[src/rtl/uart_pi1_drv.sv]
// pi1 initiator driving a uart_hw-compatible responder: programs the line speed, then polls FIFO usage
// and moves bytes both ways. Define UART_PI1_DRV_INTR_EN to gate RX polling on intrqst_i.
module uart_pi1_drv #(
  parameter int ARCHBITSZ  = 32,
  parameter int BASEADDR   = 0,
  parameter int BUFSZ      = 2,
  parameter int CLKSPERBIT = 868,
  localparam int ADDRBITSZ = ARCHBITSZ - $clog2(ARCHBITSZ/8)
) (
  input  logic                   clk_i,
  input  logic                   rst_i,
  output logic [1:0]             pi1_op_o,
  output logic [ADDRBITSZ-1:0]   pi1_addr_o,
  output logic [ARCHBITSZ-1:0]   pi1_data_o,
  input  logic [ARCHBITSZ-1:0]   pi1_data_i,
  output logic [ARCHBITSZ/8-1:0] pi1_sel_o,
  input  logic                   pi1_rdy_i,
  input  logic                   tx_valid_i,
  input  logic [7:0]             tx_data_i,
  output logic                   tx_ready_o,
  output logic                   rx_valid_o,
  output logic [7:0]             rx_data_o,
  input  logic                   rx_ready_i,
`ifdef UART_PI1_DRV_INTR_EN
  input  logic                   intrqst_i,
`endif
  output logic                   cfg_done_o,
  output logic [ARCHBITSZ-1:0]   phyclkfreq_o
);

  localparam int UW = $clog2(BUFSZ) + 1;
  localparam logic [UW-1:0] BUFSZ_W = UW'(BUFSZ);

  localparam logic [1:0] OP_NOOP = 2'b00;
  localparam logic [1:0] OP_WR   = 2'b01;
  localparam logic [1:0] OP_RD   = 2'b10;
  localparam logic [1:0] OP_RW   = 2'b11;

  localparam logic [ARCHBITSZ-1:0] CMD_SPD = {2'd2, (ARCHBITSZ-2)'(CLKSPERBIT)};
  localparam logic [ARCHBITSZ-1:0] CMD_RXU = {2'd0, (ARCHBITSZ-2)'(0)};
  localparam logic [ARCHBITSZ-1:0] CMD_TXU = {2'd0, (ARCHBITSZ-2)'(1)};
  localparam logic [ARCHBITSZ-1:0] CMD_INT = {2'd1, (ARCHBITSZ-2)'(1)};

  typedef enum logic [3:0] {
    S_SPD, S_SPD_RSP, S_INT, S_PRX, S_PRX_RSP, S_RD, S_RD_RSP, S_PTX, S_PTX_RSP, S_WR
  } state_t;

  state_t                 state_q, state_d, round_st;
  logic [1:0]             op_q, op_d;
  logic [ARCHBITSZ-1:0]   data_q, data_d;
  logic [UW-1:0]          rx_avail_q, rx_avail_d;
  logic [UW-1:0]          tx_space_q, tx_space_d;
  logic                   rx_valid_q, rx_valid_d;
  logic [7:0]             rx_data_q, rx_data_d;
  logic                   cfg_done_q, cfg_done_d;
  logic [ARCHBITSZ-1:0]   phyclkfreq_q, phyclkfreq_d;
  logic [UW-1:0]          usage;
  logic                   accept;

  function automatic logic [UW-1:0] clamp_usage(input logic [UW-1:0] u);
    return (u > BUFSZ_W) ? BUFSZ_W : u;
  endfunction

  assign pi1_op_o     = op_q;
  assign pi1_data_o   = data_q;
  assign pi1_addr_o   = ADDRBITSZ'(BASEADDR);
  assign pi1_sel_o    = '1;
  assign rx_valid_o   = rx_valid_q;
  assign rx_data_o    = rx_data_q;
  assign cfg_done_o   = cfg_done_q;
  assign phyclkfreq_o = phyclkfreq_q;

  // Bus handshake: an op is taken at the edge where op != NOOP and pi1_rdy_i=1; op/data hold until
  // then, and any response is sampled one edge later in the *_RSP state. Each issue state spends one
  // cycle with op=NOOP loading the op; in WR that cycle also decides whether another byte follows.
  always_comb begin
    state_d      = state_q;
    op_d         = op_q;
    data_d       = data_q;
    rx_avail_d   = rx_avail_q;
    tx_space_d   = tx_space_q;
    rx_valid_d   = rx_valid_q;
    rx_data_d    = rx_data_q;
    cfg_done_d   = cfg_done_q;
    phyclkfreq_d = phyclkfreq_q;
    tx_ready_o   = 1'b0;
    usage        = clamp_usage(pi1_data_i[UW-1:0]);
    accept       = (op_q != OP_NOOP) && pi1_rdy_i;
`ifdef UART_PI1_DRV_INTR_EN
    round_st     = intrqst_i ? S_PRX : S_PTX;
`else
    round_st     = S_PRX;
`endif
    if (rx_valid_q && rx_ready_i) rx_valid_d = 1'b0;

    case (state_q)
      S_SPD: begin
        if (op_q == OP_NOOP) begin op_d = OP_RW; data_d = CMD_SPD; end
        else if (accept) begin op_d = OP_NOOP; state_d = S_SPD_RSP; end
      end
      S_SPD_RSP: begin
        phyclkfreq_d = pi1_data_i;
        cfg_done_d   = 1'b1;
`ifdef UART_PI1_DRV_INTR_EN
        state_d      = S_INT;
`else
        state_d      = S_PRX;
`endif
      end
      S_INT: begin
        if (op_q == OP_NOOP) begin op_d = OP_RW; data_d = CMD_INT; end
        else if (accept) begin op_d = OP_NOOP; state_d = S_PTX; end
      end
      S_PRX: begin
        if (op_q == OP_NOOP) begin op_d = OP_RW; data_d = CMD_RXU; end
        else if (accept) begin op_d = OP_NOOP; state_d = S_PRX_RSP; end
      end
      S_PRX_RSP: begin
        rx_avail_d = usage;
        state_d    = (usage != '0 && !rx_valid_q) ? S_RD : S_PTX;
      end
      S_RD: begin
        if (op_q == OP_NOOP) op_d = OP_RD;
        else if (accept) begin op_d = OP_NOOP; state_d = S_RD_RSP; end
      end
      S_RD_RSP: begin
        rx_data_d  = pi1_data_i[7:0];
        rx_valid_d = 1'b1;
        rx_avail_d = (rx_avail_q != '0) ? rx_avail_q - UW'(1) : '0;
`ifdef UART_PI1_DRV_INTR_EN
        state_d    = (rx_avail_q <= UW'(1)) ? S_INT : S_PTX;
`else
        state_d    = S_PTX;
`endif
      end
      S_PTX: begin
        if (op_q == OP_NOOP) begin op_d = OP_RW; data_d = CMD_TXU; end
        else if (accept) begin op_d = OP_NOOP; state_d = S_PTX_RSP; end
      end
      S_PTX_RSP: begin
        tx_space_d = BUFSZ_W - usage;
        state_d    = (tx_valid_i && (BUFSZ_W - usage) != '0) ? S_WR : round_st;
      end
      S_WR: begin
        if (op_q == OP_NOOP) begin
          if (tx_valid_i && tx_space_q != '0) begin
            op_d   = OP_WR;
            data_d = {{(ARCHBITSZ-8){1'b0}}, tx_data_i};
          end else begin
            state_d = round_st;
          end
        end else if (accept) begin
          op_d       = OP_NOOP;
          tx_ready_o = 1'b1;
          tx_space_d = tx_space_q - UW'(1);
        end
      end
      default: begin
        op_d    = OP_NOOP;
        state_d = S_SPD;
      end
    endcase
  end

  always_ff @(posedge clk_i or negedge rst_i) begin
    if (!rst_i) begin
      state_q      <= S_SPD;
      op_q         <= OP_NOOP;
      data_q       <= '0;
      rx_avail_q   <= '0;
      tx_space_q   <= '0;
      rx_valid_q   <= 1'b0;
      rx_data_q    <= '0;
      cfg_done_q   <= 1'b0;
      phyclkfreq_q <= '0;
    end else begin
      state_q      <= state_d;
      op_q         <= op_d;
      data_q       <= data_d;
      rx_avail_q   <= rx_avail_d;
      tx_space_q   <= tx_space_d;
      rx_valid_q   <= rx_valid_d;
      rx_data_q    <= rx_data_d;
      cfg_done_q   <= cfg_done_d;
      phyclkfreq_q <= phyclkfreq_d;
    end
  end

endmodule

[config.mk]
export PLATFORM = sky130hd
export DESIGN_NAME = uart_pi1_drv
export DESIGN_NICKNAME = d
export VERILOG_FILES = /design/src/rtl/uart_pi1_drv.sv
export SDC_FILE = /design/constraint.sdc
export NUM_CORES = 1
export LEC_CHECK = 0
export BUFFER_PORTS_ARGS = -buffer_cell sky130_fd_sc_hd__buf_2
export CAP_MARGIN = 20
export CELL_PAD_IN_SITES_DETAIL_PLACEMENT = 0
export CELL_PAD_IN_SITES_GLOBAL_PLACEMENT = 2
export CORE_AREA = 2 2 110 112
export DETAILED_ROUTE_END_ITERATION = 10
export DIE_AREA = 0 0 112 114
export GPL_ROUTABILITY_DRIVEN = 1
export PLACE_DENSITY = 0.79
export SLEW_MARGIN = 40
export SYNTH_ARGS = -nofsm -noshare
export SYNTH_HDL_FRONTEND = slang
export SYNTH_SLANG_ARGS = --single-unit
[constraint.sdc]
create_clock -name clk_i -period 2.47 [get_ports clk_i]
set_clock_uncertainty 0.15 [all_clocks]
set_input_delay 0.3705 -clock clk_i [delete_from_list [all_inputs] [get_ports clk_i]]
set_output_delay 0.3705 -clock clk_i [all_outputs]
set_load 0.01 [all_outputs]
==> results.txt <==
----------------------------------------------------
[Outcome]
  Outcome ... completed

[Timing]
  Worst rel slew slack ... 58.6%
  Crit path setup slack, layout ... 192 ps
  Worst-Margin Slew ... 606 ps
  Final total negative setup slack ... 0 ps
  F_max ... 0.439 GHz
  Final Critical Period ... 2280 ps
  Unrepaired setup endpoints after global routing ... false
  Share of the clock period used by the worst path ... 92.2%
  Final hold violations ... 0
  Total setup violations reported at the end of the flow ... 0
  Fin. max-slew vios ... 0

[Setup path]
  Worst path max stage delay ... 690 ps
  Buf/Inv on CP ... 2
  Worst path depth ... 4
  Type of the setup path with the least slack ... register to output port
  CP Capture Type ... output port
  Critical Path AT ... 1760 ps
  Cell Chain, Critical Path ... and4bb_1 > buf_4 > and2_1 > buf_2
  Worst-case reg-to-reg path depth ... 5
  Slowest stage cell on the critical path ... sky130_fd_sc_hd__dfrtp_1
  Worst Path Required ... 1950 ps
  Cell family contributing the most delay on the critical path ... flip-flops
  Critical register-to-register path startpoint ... state_q[0]$_DFFE_PN0P_
  Worst-path maximum fanout ... 20
  Worst setup path startpoint ... state_q[0]$_DFFE_PN0P_
  CP Launch Type ... register

[Routing]
  DRC viols ... 0
  DRT antenna net count ... 0
  First DRT Iteration DRCs ... 105
  Average vias per placed instance ... 4.10
  Vias ... 2114
  Total length of routed wires ... 6460 um
  Count of TritonRoute iterations in the first routing pass ... 4
  Detailed-route wire length per cell ... 12.5 um

[GRT]
  Antenna violations before repair ... 0
  Pin count of the biggest net entering global routing ... 34
  Remaining Overflow, GRT ... 0
  Wire length of the first global-routing pass ... 10400 um
  Overall Global Routing Usage ... 10.4%
  Via count of the first global-routing pass ... 2076

[Synthesis]
  Sequential cell area fraction in the yosys report ... 49.1%
  Synthesized instance count ... 261
  Post-synth design cell area ... 3060 um^2
  Async SR Flop Fraction ... 100%
  Synth area leaders ... sky130_fd_sc_hd__dfrtp_1 49%, sky130_fd_sc_hd__buf_4 15%, sky130_fd_sc_hd__mux2_2 15%
  Synth warnings ... 0
  Share of Yosys cell area claimed by the top area cell type ... 49.1%
  Number of flops mapped to enable cells by yosys ... 0
  Total of flip-flops plus latches after synthesis ... 60
  Cell type with the largest total area after synthesis ... sky130_fd_sc_hd__dfrtp_1
  Synthesized area divided by synthesized cell count ... 11.7 um^2
  Most used flip-flop cell after synthesis ... sky130_fd_sc_hd__dfrtp_1
  Distinct cell type count after synthesis ... 44

[Power and ir drop]
  Pwr/cell area ... 1300 nW/um^2
  Portion of total power attributed to the clock network ... 22.0%
  Leakage dissipation ... 1.90 nW
  Relative contribution of combinational cells to total power ... 41.9%
  Sequential Power Share ... 36.2%
  Switching power ... 0.00171 W
  Worst vdd rail ir drop ... 0.533 mV
  Sw frac ... 34.9%
  Internal power ... 0.00320 W

[Die]
  Starting density of the core ... 26.1%
  Number of placement rows ... 40
  CORE AREA ... 11700 um^2
  Die Width ... 112 um
  Area of the die ... 12800 um^2
  Die Span Y ... 114 um
  Number of placed I/O pins ... 156

[Clock tree]
  Clock slew seen by the registers of the worst setup and hold paths ... 50 ps
  CTS H-Tree Depth ... 3
  TritonCTS clock tree ... built
  Worst-skew pair later-pin latency ... 320 ps
  CTS root buf ... sky130_fd_sc_hd__clkbuf_16
  Cts bufs inserted ... 9
  Buffers inserted during post-CTS setup optimization ... 0
  CTS Buffer Depth ... 2
  Clock tree sinks ... 60

[Hold path]
  Type of the tightest min-delay check ... input port to register
  Cell depth of the worst min-delay path ... 2
  Source of the worst hold timing path ... rx_ready_i

[Finish]
  # nets final ... 412
  Final core utilization ... 32.3%
  ANT cells ... 0
  Highest-count cells in the layout ignoring fill and taps ... 101 x sky130_fd_sc_hd__buf_2, 60 x sky130_fd_sc_hd__dfrtp_1, 54 x sky130_fd_sc_hd__conb_1, 40 x sky130_fd_sc_hd__mux2_2, 11 x sky130_fd_sc_hd__nand2_1
  Most common cell after layout, fill and taps aside ... sky130_fd_sc_hd__buf_2
  Final cell count without fillers ... 516
  Layout overhead on the synthesized area ... 23.8%
  Ratio of cells with drive above 1 in the final layout ... 45.5%

[Placement]
  Final weighted congestion in routability-driven placement ... 0.702
  Cell count after placement ... 501
  Worst slack at placement ... 424 ps
  Estimated wirelength of the detail-placed design ... 4840 um
  PortBufs ... 101

[Job]
  # Max-Cap Violations ... 0

----------------------------------------------------
==> Yosys cell counts, drive strengths merged (3+ instances only) <==
cell / number
buf: 66
dfrtp: 60
mux2: 42
nand2: 11
inv: 10
a21oi: 8
mux2i: 7
nor2: 7
o21ai: 6
nand2b: 4
a211oi: 3
nor2b: 3
nor3: 3
nor3b: 3
==> flip-flops by register name, summed over array words and instances (netlist names) <==
| signal | count |
|---|---|
| pi1_data_o | 10 |
| pi1_op_o | 2 |
| state_q | 4 |
| cfg_done_o | 1 |
| rx_valid_o | 1 |
| rx_data_o | 8 |
| tx_space_q | 2 |
| phyclkfreq_o | 32 |
==> timing repair <==
action / CTS / global route
gates resized for setup: 0 / 0
hold buffers: 1 / 0
hold endpoints to repair: 15 / 0
==> layout make-up <==
class | count | area (um^2)
multi-input cells | 176 | 1230
clock buffers | 11 | 243
fillers | 1221 | 7920
clock inverters | 3 | 15.0
flip-flops and latches | 60 | 1500
well taps | 147 | 184
inverters | 10 | 37.5
repair buffers | 109 | 581
==> cells by family (layout without fill, tap and decap cells) <==
group           Yosys count  count (layout)  synth area share [%]
compound gates           33              33                  7.98
fa+ha+maj                 1               1                 0.409
simple gates             39              39                  7.20
flops                    60              60                  49.1
other cells               2              54                 0.245
buf+inv                  77             133                  17.2
mux                      49              49                  17.9
==> per-stage QoR <==
stage	hold slack, ps	total power, W	area [um^2]
floorplan	-75.1	0.00321	3250
global placement	172	0.00381	3520
detailed placement	170	0.00387	3520
CTS	67.1	0.00500	3790
global route	72.4	0.00529	3790
finish	90.3	0.00491	3790
==> power by group through the flow <==
stage               Combinational [W]  Clock, W  Sequential [W]
floorplan                     0.00133         0         0.00188
global route                  0.00226   0.00118         0.00186
global placement              0.00205         0         0.00177
finish                        0.00205   0.00108         0.00177
detailed placement            0.00209         0         0.00179
CTS                           0.00209   0.00113         0.00178
==> path summary, 6_finish.rpt <==
kind,slack [ps],endpoint
worst max-delay path,190,tx_ready_o
min in group asynchronous,360,pi1_data_o[1]$_DFFE_PN0P_
worst min register to register,310,cfg_done_o$_DFFE_PN0P_
worst max register to register,440,pi1_data_o[2]$_DFFE_PN0P_
worst min-delay path,90,rx_valid_o$_DFFE_PN0P_
max in group asynchronous,1110,phyclkfreq_o[17]$_DFFE_PN0P_
==> layer usage <==
metal  up-vias  track usage [%]  wire length (um)
li1        994                -                 -
met1      1025             13.0              2780
met2        90             16.3              3050
met3         5             4.52               556
met4         0             3.50                69
met5         -                0                 0
Power figures use the tool's default switching activity.
